--- src/rtl/pcie_rst_pkg.sv ---
// Shared definitions for the PCIe HIP reset sequencer: FSM states and the
// bit positions of the exit-source vector {sw, ltssm, dlup, hotrst, l2}.
package pcie_rst_pkg;

    typedef enum logic [1:0] {
        IDLE_RST = 2'd0,
        COUNT    = 2'd1,
        STAGGER  = 2'd2,
        RUN      = 2'd3
    } rst_state_e;

    localparam int EXIT_W     = 5;
    localparam int EXB_L2     = 0;
    localparam int EXB_HOTRST = 1;
    localparam int EXB_DLUP   = 2;
    localparam int EXB_LTSSM  = 3;
    localparam int EXB_SW     = 4;

endpackage

--- src/rtl/pcie_rst_exit_det.sv ---
// Exit-event detector: registers the HIP exit inputs, masks them into a source
// vector, and produces the registered exit strobe plus the sticky cause.
module pcie_rst_exit_det
    import pcie_rst_pkg::*;
#(
    parameter logic [4:0]        LTSSM_DETECT = 5'h10,
    parameter logic [EXIT_W-1:0] EXIT_MASK    = 5'b11111
) (
    input  logic              pld_clk,
    input  logic              any_rstn_rr,
    input  logic              dlup_exit,
    input  logic              hotrst_exit,
    input  logic              l2_exit,
    input  logic [4:0]        ltssm,
    input  logic              sw_rst_req,
    output logic              o_exits_r,
    output logic [EXIT_W-1:0] o_rst_cause
);

    logic              r_dlup;
    logic              r_hotrst;
    logic              r_l2;
    logic              r_sw;
    logic [4:0]        r_ltssm;
    logic [EXIT_W-1:0] w_src;

    // Exit inputs are active-low pulses; ltssm matches a single detect code.
    always_comb begin
        w_src             = '0;
        w_src[EXB_L2]     = ~r_l2;
        w_src[EXB_HOTRST] = ~r_hotrst;
        w_src[EXB_DLUP]   = ~r_dlup;
        w_src[EXB_LTSSM]  = (r_ltssm == LTSSM_DETECT);
        w_src[EXB_SW]     = r_sw;
        w_src             = w_src & EXIT_MASK;
    end

    always_ff @(posedge pld_clk or negedge any_rstn_rr) begin
        if (!any_rstn_rr) begin
            r_dlup      <= 1'b1;
            r_hotrst    <= 1'b1;
            r_l2        <= 1'b1;
            r_sw        <= 1'b0;
            r_ltssm     <= '0;
            o_exits_r   <= 1'b0;
            o_rst_cause <= '0;
        end else begin
            r_dlup    <= dlup_exit;
            r_hotrst  <= hotrst_exit;
            r_l2      <= l2_exit;
            r_sw      <= sw_rst_req;
            r_ltssm   <= ltssm;
            o_exits_r <= |w_src;
            if (|w_src)
                o_rst_cause <= w_src;
        end
    end

endmodule

--- src/rtl/pcie_hip_rst_seq.sv ---
// PCIe HIP reset sequencer: holds srst/crst for a counted interval after reset
// or any exit event, then releases the application resets one by one.
module pcie_hip_rst_seq
    import pcie_rst_pkg::*;
#(
    parameter int         CNT_W           = 11,
    parameter int         RELEASE_CNT     = 1024,
    parameter int         EXIT_PRELOAD    = 'h3F0,
    parameter int         SIM_RELEASE_CNT = 32,
    parameter int         N_APP           = 2,
    parameter int         APP_STAGGER     = 16,
    parameter logic [4:0] LTSSM_DETECT    = 5'h10,
    parameter logic [4:0] EXIT_MASK       = 5'b11111
) (
    input  logic             pld_clk,
    input  logic             any_rstn_rr,
    input  logic             dlup_exit,
    input  logic             hotrst_exit,
    input  logic             l2_exit,
    input  logic [4:0]       ltssm,
    input  logic             test_sim,
    input  logic             sw_rst_req,
    output logic             srst,
    output logic             crst,
    output logic [N_APP-1:0] app_rstn,
    output logic [4:0]       rst_cause,
    output logic [7:0]       exit_cnt,
    output logic             busy
);

    if (RELEASE_CNT >= (1 << CNT_W) || EXIT_PRELOAD >= (1 << CNT_W) ||
        EXIT_PRELOAD > RELEASE_CNT || N_APP < 1 || N_APP > 8) begin : g_param_err
        $error("pcie_hip_rst_seq: illegal counter/app parameters");
    end

    localparam int                 STG_W     = $clog2((N_APP - 1) * APP_STAGGER + 2);
    localparam logic [CNT_W:0]     REL_C     = (CNT_W + 1)'(RELEASE_CNT);
    localparam logic [CNT_W:0]     SIM_C     = (CNT_W + 1)'(SIM_RELEASE_CNT);
    localparam logic [CNT_W-1:0]   PRELOAD_C = CNT_W'(EXIT_PRELOAD);

    rst_state_e       r_state, w_state_nxt;
    logic [CNT_W-1:0] r_cnt, w_cnt_nxt;
    logic [CNT_W:0]   w_cnt_inc;
    logic [STG_W-1:0] r_stg, w_stg_nxt, w_stg_inc;
    logic             r_rst0, w_rst0_nxt;
    logic [N_APP-1:0] r_app0, w_app0_nxt;
    logic             w_rel;
    logic             w_exits_r;
    logic [7:0]       r_exit_cnt;

    pcie_rst_exit_det #(
        .LTSSM_DETECT (LTSSM_DETECT),
        .EXIT_MASK    (EXIT_MASK)
    ) u_exit_det (
        .pld_clk     (pld_clk),
        .any_rstn_rr (any_rstn_rr),
        .dlup_exit   (dlup_exit),
        .hotrst_exit (hotrst_exit),
        .l2_exit     (l2_exit),
        .ltssm       (ltssm),
        .sw_rst_req  (sw_rst_req),
        .o_exits_r   (w_exits_r),
        .o_rst_cause (rst_cause)
    );

    // Release is decided on the incremented value so it coincides with the
    // counter reaching the threshold.
    always_comb begin
        w_cnt_inc   = {1'b0, r_cnt} + (CNT_W + 1)'(1);
        w_stg_inc   = r_stg + STG_W'(1);
        w_rel       = test_sim ? (w_cnt_inc >= SIM_C) : (w_cnt_inc == REL_C);
        w_state_nxt = r_state;
        w_cnt_nxt   = r_cnt;
        w_stg_nxt   = r_stg;
        w_rst0_nxt  = r_rst0;
        w_app0_nxt  = r_app0;
        if (w_exits_r) begin
            w_state_nxt = COUNT;
            w_cnt_nxt   = PRELOAD_C;
            w_stg_nxt   = '0;
            w_rst0_nxt  = 1'b1;
            w_app0_nxt  = '0;
        end else begin
            case (r_state)
                IDLE_RST: w_state_nxt = COUNT;
                COUNT: begin
                    if (~&r_cnt)
                        w_cnt_nxt = w_cnt_inc[CNT_W-1:0];
                    if (w_rel) begin
                        w_rst0_nxt    = 1'b0;
                        w_app0_nxt[0] = 1'b1;
                        w_stg_nxt     = '0;
                        w_state_nxt   = STAGGER;
                    end
                end
                STAGGER: begin
                    w_stg_nxt = w_stg_inc;
                    for (int i = 1; i < N_APP; i++)
                        if (w_stg_inc == STG_W'(i * APP_STAGGER))
                            w_app0_nxt[i] = 1'b1;
                    if (&r_app0)
                        w_state_nxt = RUN;
                end
                default: ;
            endcase
        end
    end

    always_ff @(posedge pld_clk or negedge any_rstn_rr) begin
        if (!any_rstn_rr) begin
            r_state    <= IDLE_RST;
            r_cnt      <= '0;
            r_stg      <= '0;
            r_rst0     <= 1'b1;
            r_app0     <= '0;
            r_exit_cnt <= '0;
            srst       <= 1'b1;
            crst       <= 1'b1;
            app_rstn   <= '0;
        end else begin
            r_state  <= w_state_nxt;
            r_cnt    <= w_cnt_nxt;
            r_stg    <= w_stg_nxt;
            r_rst0   <= w_rst0_nxt;
            r_app0   <= w_app0_nxt;
            srst     <= r_rst0;
            crst     <= r_rst0;
            app_rstn <= r_app0;
            if (w_exits_r && ~&r_exit_cnt)
                r_exit_cnt <= r_exit_cnt + 8'd1;
        end
    end

    assign exit_cnt = r_exit_cnt;
    assign busy     = srst | crst | ~&app_rstn;

endmodule

--- config.mk ---
export PLATFORM = sky130hd
export DESIGN_NAME = pcie_hip_rst_seq
export DESIGN_NICKNAME = d
export VERILOG_FILES = /design/src/rtl/pcie_rst_pkg.sv /design/src/rtl/pcie_rst_exit_det.sv /design/src/rtl/pcie_hip_rst_seq.sv
export SDC_FILE = /design/constraint.sdc
export NUM_CORES = 1
export LEC_CHECK = 0
export BUFFER_PORTS_ARGS = -buffer_cell sky130_fd_sc_hd__buf_2
export CAP_MARGIN = 20
export CORE_AREA = 2 2 73 75
export CTS_BUF_LIST = sky130_fd_sc_hd__clkbuf_8
export CTS_CLUSTER_DIAMETER = 100
export DETAILED_ROUTE_END_ITERATION = 8
export DIE_AREA = 0 0 75 77
export GPL_TIMING_DRIVEN = 0
export PLACE_DENSITY_LB_ADDON = 0.12
export SYNTH_ARGS = -nofsm -noshare
export SYNTH_HDL_FRONTEND = slang
export SYNTH_SLANG_ARGS = --single-unit
--- constraint.sdc ---
create_clock -name pld_clk -period 2.24 [get_ports pld_clk]
set_clock_uncertainty 0.05 [all_clocks]
set_input_delay 0.56 -clock pld_clk [delete_from_list [all_inputs] [get_ports pld_clk]]
set_output_delay 0.56 -clock pld_clk [all_outputs]
set_load 0.02 [all_outputs]
Word level (Yosys, flattened, before mapping)
Index checks and enable logic that the tools add are counted.

word-level totals
  register bits = 47
  bits of input ports = 12
  output and inout bits = 18
  word-level logic and storage cells = 71

operators by class
  add/subtract/negate cells = 3
  order comparisons = 1
  equal/unequal tests = 8
  muxes and demuxes = 19
  bitwise operators = 4
  reductions and logical operators = 20

operator list
  cell                                                                                  number
  11-bit two-way mux                                                                    3
  11-bit by 1-bit adder with 12-bit output, second input constant                       1
  12-bit by 11-bit equality test with 1-bit output, second input constant               1
  12-bit by 6-bit greater-or-equal comparator with 1-bit output, second input constant  1
  2-bit AND reduction                                                                   6
  11-bit AND reduction                                                                  1
  5-bit equality test, second input constant                                            2
  5-bit two-way mux                                                                     2
  5-bit one-hot mux with 2 select lines                                                 1
  8-bit by 1-bit adder with 8-bit output, second input constant                         1
  1-bit two-way mux                                                                     8
  2-bit two-way mux                                                                     4
  8-bit AND reduction                                                                   1
  2-bit nonzero test                                                                    4
  3-bit by 2-bit != test with 1-bit output, second input constant                       2
  2-bit one-hot mux with 3 select lines                                                 1
  5-bit by 1-bit adder with 5-bit output, second input constant                         1
  5-bit OR reduction                                                                    1
  4-bit nonzero test                                                                    1
  1-bit NOT                                                                             3
  3-bit AND reduction                                                                   1
  3-bit nonzero test                                                                    1
  2-bit by 1-bit equality test with 1-bit output, second input constant                 1
  2-bit equality test, second input constant                                            1
  5 further kinds                                                                       6

Logic depth before layout (Yosys ltp)
Gate-level depths: netlist of the first run.

  depth in word-level cells = 6
  mapped depth = 9
  gate-level depth less buffers = 8

Hierarchy
From an unflattened synthesis of the first run, not the netlist that was laid out.

second synthesis, totals
  cells, all modules = 205
  area, all modules = 2230.9 um2

modules (own cells, without submodules)
  module             times used  cells an instance  area an instance (um2)  seq. area each (um2)
  pcie_hip_rst_seq   1           177                1749.2                  803.3
  pcie_rst_exit_det  1           28                 481.7                   379.1

Worst setup path after synthesis of the first run
OpenSTA, ideal clock, no wires.

  kind = flip-flop to flip-flop
  start point = register r_cnt[0]
  end point = register r_stg[3]
  setup time = 99 ps
  arrival = 2011 ps
  data required time = 2091 ps
  slack = 80 ps
  stages on the path, launching flop included = 9
  buffers on the path = 0
  clock period less this slack = 2160 ps
  cells stage by stage = dfrtp_1 ha_1 nand4_2 nor2_1 and3_1 o211a_1 o31ai_2 or3_4 o311ai_4

on the way
  cells in the longest elaborated chain, start to end = 5
  elaborated cells between the ends (all ways) = 6
  classes of those cells = add/sub: 1; order compare: 1; eq/ne: 2; mux: 1; reduce/logical: 1

RTL lines
  element                                                                                                                            line                     text
  from (decl)                                                                                                                        pcie_hip_rst_seq.sv:42   logic [CNT_W-1:0] r_cnt, w_cnt_nxt;
  from (signal assigned)                                                                                                             pcie_hip_rst_seq.sv:122  r_cnt <= w_cnt_nxt;
  11-bit by 1-bit adder with 12-bit output (*)                                                                                       pcie_hip_rst_seq.sv:69   w_cnt_inc = {1'b0, r_cnt} + (CNT_W + 1)'(1);
  12-bit by 6-bit greater-or-equal comparator with 1-bit output or 12-bit by 11-bit equality test with 1-bit output (tied branches)  pcie_hip_rst_seq.sv:71   w_rel = test_sim ? (w_cnt_inc >= SIM_C) : (w_cnt_inc == REL_C);
  1-bit two-way mux (*)                                                                                                              pcie_hip_rst_seq.sv:71
  3-bit by 2-bit != test with 1-bit output (no line) (*)                                                                             n/a
  2-bit AND reduction (no line) (*)                                                                                                  n/a
  to (signal assigned)                                                                                                               pcie_hip_rst_seq.sv:123  r_stg <= w_stg_nxt;
  to (decl)                                                                                                                          pcie_hip_rst_seq.sv:44   logic [STG_W-1:0] r_stg, w_stg_nxt, w_stg_inc;

Mark *: on every way between the ends. The rest lies on a longest branch, timed or not.
A chain may end at the register's enable or synchronous reset.

Final worst setup path of the first run
  start point = register r_cnt[1]
  end point = register r_stg[2]

The elaborated chain is that of the path after synthesis.

==> results of run 1 <==
==> final cells by class <==
| cell class | instances | share of cell area |
|---|---|---|
| Tap cell | 70 | 0.0309 |
| Multi-Input combinational cell | 149 | 0.379 |
| Clock inverter | 3 | 0.0252 |
| Clock buffer | 5 | 0.0243 |
| Timing Repair Buffer | 41 | 0.0911 |
| Sequential cell | 47 | 0.419 |
| Inverter | 14 | 0.0186 |
| Buffer | 6 | 0.0115 |
==> sequential cells by signal, summed over array words and instances (netlist names), 2 cells and up <==
| name | count |
|---|---|
| r_app0 | 2 |
| r_stg | 5 |
| u_exit_det.r_ltssm | 5 |
| app_rstn | 2 |
| r_state | 2 |
| exit_cnt | 8 |
| r_cnt | 11 |
| u_exit_det.o_rst_cause | 5 |
==> power groups by stage <==
| stage | Sequential [mW] | Combinational [mW] | Clock [mW] |
|---|---|---|---|
| 2_1_floorplan | 1.11 | 0.157 | 0 |
| 3_3_place_gp | 1.03 | 0.368 | 0 |
| 3_5_place_dp | 1.04 | 0.376 | 0 |
| 4_1_cts | 1.02 | 0.376 | 0.761 |
| 5_1_grt | 1.04 | 0.421 | 0.807 |
| 6_report | 1.02 | 0.377 | 0.748 |
==> through the flow <==
step	cell area, um^2	cells	hold WS, ps	util
final	2830	335	122	0.569
after global routing	2830	335	142	0.569
after CTS	2700	325	293	0.541
after detailed placement	2500	315	308	0.502
after global placement	2500	315	309	0.502
after floorplan	2260	216	214	-
==> layer usage <==
metal	vias up	wire, um
li1	849	-
met1	778	2050
met2	33	1960
met3	6	174
met4	0	48
met5	-	0
==> path summary, 6_finish.rpt <==
| check | end | slack, ps | cells past startpoint |
|---|---|---|---|
| worst max-delay path | r_stg[2]$_DFFE_PN0P_ | 50 | 9 |
| worst min-delay path | r_stg[1]$_DFFE_PN0P_ | 120 | 1 |
| worst max register to register | r_stg[2]$_DFFE_PN0P_ | 50 | 9 |
| worst min register to register | crst$_DFF_PN1_ | 320 | 0 |
| max in group asynchronous | r_rst0$_DFFE_PN1P_ | 1450 | 2 |
| min in group pld_clk | u_exit_det.r_dlup$_DFF_PN1_ | 300 | 1 |
==> layout by cell type, fill, tap and decap left out, drive strengths merged, types with 3 or more instances in the layout <==
cell type   n
a21oi       6
nor3        3
clkbuf      8
xor2        7
o311ai      3
xnor2       6
inv        14
dfrtp      42
nand3      14
ha          7
and3        4
dfstp       5
nand4       5
buf        44
nor4        3
nand2b      3
and2        3
nor2       17
nand2      22
o21ai      15
==> logic make-up (layout without fill, tap and decap cells) <==
logic type | count (synthesis) | after routing
AND/OR/NAND/NOR | 84 | 84
flip-flops | 47 | 47
AO/OA/AOI/OAI | 42 | 42
buffers and inverters | 20 | 69
XOR/XNOR | 13 | 13
adder cells (fa/ha/maj) | 7 | 7
multiplexers | 3 | 3
==> worst max-delay path: cells and delay by family, from the launching register on <==
family | cells | cell delay, ps
AO/OA/AOI/OAI | 5 | 790
AND/OR/NAND/NOR | 2 | 570
flip-flops | 1 | 420
buffers and inverters | 2 | 280
==> what timing repair did <==
item | 4_1_cts | 5_1_grt
endpoints found under the setup margin | 7 | 7
hold buffers | 0 | 0
gates resized for setup | 10 | 10
pin swaps | 0 | 5
gates cloned | 0 | 1
endpoints found under the hold margin | 0 | 0
buffers inserted | 2 | 8
==> metrics.yaml, run 1 <==
status: "completed"
cts_tree: "built"
numCtsBuffers: 5
floorplan.initialDensity: 0.455
yosysTopAreaCell: "dfrtp_1"
initialDrtViolationCount: 59
coreArea_um2: 4980
num_rows: 26
ys.flop_type: "dfrtp_1"
nets: 283
top_usage_layer: "met2"
fmax_mhz: 457
start_kind: "flip-flop"
slew_headroom: 0.625
hold_violations: 0
root_buffer: "clkbuf_8"
total_power_mw: 2.15
synth-async-reset-ratio: 1.00
switchingPower_uw: 603
crit_required_ps: 2410
use_met3: 0.0434
diodes: 0
pwr-share-comb: 0.176
ios: 30
htreeDepth: 2
cts_buffer_depth: 2
max_stage_delay_ps: 420
path_cells: "buf_4 -> buf_4 -> a211o_1 -> o21ai_0 -> and3_1 -> o211a_1 -> o31ai_2 -> or3_4 -> o311ai_4"
grt_pass1_vias: 1623
die-area_um2: 5780
finalWirelength_mm: 4.23
dieHeight_um: 77
cp.arrival_ps: 2360
peakVddDrop_v: 0.000547
place_ws_ps: -132
io_buffers: 29
rr_startpoint: "r_cnt[1]$_DFFE_PN0P_"
ys_seq_elements: 47
grt_use_met2: 0.261
internal_power_mw: 1.54
drive_gt1_frac: 0.306
synth_xor_area_frac: 0.0503
clock-sinks: 47
ant_nets: 0
die_width_um: 75
p_seq_frac: 0.476
ys_top_cells_by_count: "dfrtp_1 (42), nand2_1 (22), nor2_1 (16)"
dr.pass1.iters: 4
p_leak_nw: 1.25
path_class: "reg -> reg"
syn_area_um2: 2260
grt_overflow: 0
end_kind: "flip-flop"
timing.final.crit_share: 0.977
synth_edf_count: 0
post_drt_wl_per_cell_um: 12.6
worst-slew-pin-transition_ps: 556
via_per_inst: 4.97
ys_seq_area_frac: 0.522
drv_cap: 0
grt_max_degree: 48
synth_mux_area_frac: 0.0138
synth-simple-area-share: 0.194
clk_pin_slew_ps: 100
slew_violations: 0
synthAdderAreaFrac: 0.0387
finalSetupViolations: 0
vias: 1666
rsz0062_at_grt: "yes"
synth_most_common_cell: "dfrtp_1"
grt_first_pass_wirelength_mm: 7.41
timing.final.crit_period_ps: 2190
cpMaxStageDelayCell: "dfrtp_1"
critical_path.max_fanout: 4
hp-class: "in -> async"
ys_types: 53
ys_warn_count: 0
regArea_um2: 1190
pwr-share-clk: 0.348
place.gp.congestion: 0.749
ys_top_cells_by_area: "dfrtp_1 (46%), dfstp_2 (5.8%), ha_1 (3.9%)"
drc: 0
fillerInstances: 427
track_usage: 0.164
synthCells: 216
powerDensity_nw_per_um2: 758
clk_latency_ps: 310
synth_top_family_by_area: "simple AND/OR/NAND/NOR gates"
dp_hpwl_mm: 2.80
grt_antenna_before_repair: 0
synth_fp_nets: 235
synth_top_area_frac: 0.464
synth_compound_area_frac: 0.144
setup_ws_ps: 50.9
setup_tns_ps: 0
timing.critical_path.mode_cell: "buf_4"
swShare: 0.281
use_met1: 0.220
multi_input_area_um2: 1070
area_growth_pct: 25.0
avgSynthCellArea_um2: 10.5
startpoint: "r_cnt[1]$_DFFE_PN0P_"
(Power assumes the default switching activity.)
==> inputs of run 2 (changes only) <==
--- a/config.mk
+++ b/config.mk
@@ -14,6 +14,7 @@
 export DIE_AREA = 0 0 75 77
 export GPL_TIMING_DRIVEN = 0
 export PLACE_DENSITY_LB_ADDON = 0.12
+export RECOVER_POWER = 50
 export SYNTH_ARGS = -nofsm -noshare
 export SYNTH_HDL_FRONTEND = slang
 export SYNTH_SLANG_ARGS = --single-unit
==> run 2 against run 1 <==
  * Power is 0.18% lower
  * Count of clock-buffer cells in the layout is the same
  * Highest routed layer unchanged
  * Sequential power about the same
  * Die area did not move
  * Largest cell class unchanged
  * Via count about the same
  * Maximum frequency is essentially flat
  * Global-route usage is the same
==> metrics.yaml, run 2 (synthesized netlist as in run 1, its figures left out) <==
status: "completed"
crit_required_ps: 2410
fin_util: 0.565
root_buffer: "clkbuf_8"
place.gp.congestion: 0.749
peakVddDrop_v: 0.000547
layout_commonest_cell: "dfrtp_1"
total_power_mw: 2.14
ant_nets: 0
initialDrtViolationCount: 60
drc: 0
timing.final.crit_period_ps: 2190
end_kind: "flip-flop"
slew_violations: 0
top_register: "r_cnt"
vias: 1665
io_buffers: 29
critical_path.max_fanout: 4
r2r_setup_slack_ps: 50
path_class: "reg -> reg"
dieHeight_um: 77
setup_tns_ps: 0
clock-sinks: 47
numCtsBuffers: 5
via_per_inst: 4.97
dp_hpwl_mm: 2.80
grt_pass1_vias: 1623
htreeDepth: 2
coreArea_um2: 4980
floorplan.initialDensity: 0.455
track_usage: 0.164
p_leak_nw: 1.24
post_drt_wl_per_cell_um: 12.6
die_width_um: 75
grt_antenna_before_repair: 0
finalSetupViolations: 0
mostFrequentLayoutCells: "dfrtp_1 (39), buf_2 (30), nand2_1 (21)"
num_rows: 26
grt_max_degree: 48
finalWirelength_mm: 4.23
cts_tree: "built"
cts_buffer_depth: 2
hold_violations: 0
rsz0062_at_grt: "yes"
ios: 30
powerDensity_nw_per_um2: 761
drive_gt1_frac: 0.298
hp-class: "in -> async"
cp.arrival_ps: 2360
die-area_um2: 5780
clk_latency_ps: 310
fmax_mhz: 457
diodes: 0
grt_first_pass_wirelength_mm: 7.41
drv_cap: 0
fillerInstances: 429
area_growth_pct: 24.3
largest_register_ffs: 11
timing.final.crit_share: 0.976
slew_headroom: 0.394
dr.pass1.iters: 4
regArea_um2: 1190
worst-slew-pin-transition_ps: 909
start_kind: "flip-flop"
nets: 283
multi_input_area_um2: 1070
clk_pin_slew_ps: 100
grt_overflow: 0
hold_slack_ps: 299
[run 2: cell count changes in the layout (fill, tap and decap cells not counted)]
cell | previous run | this run
buf_12 | 2 | 1
clkbuf_1 | 2 | 3
dfstp_2 | 5 | 4
buf_2 | 31 | 30
dfstp_1 | 0 | 1
clkbuf_2 | 1 | 2
[run 2: layout make-up]
cell class / instances / area share
sequential: 47 / 0.422
multi-input combinational: 149 / 0.382
timing repair buffer: 41 / 0.0858
tap: 70 / 0.0311
clock inverter: 3 / 0.0253
clock buffer: 5 / 0.0245
inverter: 14 / 0.0187
buffer: 6 / 0.0116
[run 2: where the power goes]
| part | total (mW) | internal [mW] | switching, mW |
|---|---|---|---|
| Sequential | 1.02 | 0.936 | 0.0848 |
| Combinational | 0.374 | 0.151 | 0.223 |
| Clock | 0.748 | 0.453 | 0.295 |
| Total | 2.14 | 1.54 | 0.602 |
[run 2: what timing repair did]
action	4_1_cts	5_1_grt
pin swaps	0	5
gates resized for setup	10	10
hold buffers	0	0
gates cloned	0	1
setup endpoints to repair	7	7
buffers inserted	2	8
[run 2: path summary, 6_finish.rpt]
| path | start | end | cells after the start |
|---|---|---|---|
| max | r_cnt[1]$_DFFE_PN0P_ | r_stg[3]$_DFFE_PN0P_ | 9 |
| min | any_rstn_rr | r_stg[1]$_DFFE_PN0P_ | 1 |
| max reg2reg | r_cnt[1]$_DFFE_PN0P_ | r_stg[3]$_DFFE_PN0P_ | 9 |
| min reg2reg | r_rst0$_DFFE_PN1P_ | crst$_DFF_PN1_ | 0 |
| max in group asynchronous | any_rstn_rr | r_cnt[4]$_DFFE_PN0P_ | 2 |
| min in group pld_clk | dlup_exit | u_exit_det.r_dlup$_DFF_PN1_ | 1 |
[run 2: per-stage QoR]
step | setup WS, ps | instance area, um^2 | instances
3_3_place_gp | -143 | 2500 | 315
2_1_floorplan | 80.1 | 2260 | 216
5_1_grt | -49.9 | 2810 | 335
6_report | 52.7 | 2810 | 335
4_1_cts | 7.58 | 2700 | 325
3_5_place_dp | -132 | 2500 | 315
[run 2: critical path, stage by stage, from the launching register on]
cell,delay (ps)
dfrtp_1,420
buf_4,150
buf_4,130
a211o_1,240
o21ai_0,60
and3_1,180
o211a_1,190
o31ai_2,90
or3_4,390
o311ai_4,210
[run 2: routing by layer]
metal  part of all wire  global-route usage
met1               0.49               0.220
met2               0.46               0.261
met3              0.041              0.0434
met4              0.011              0.0429
met5                  0                   0
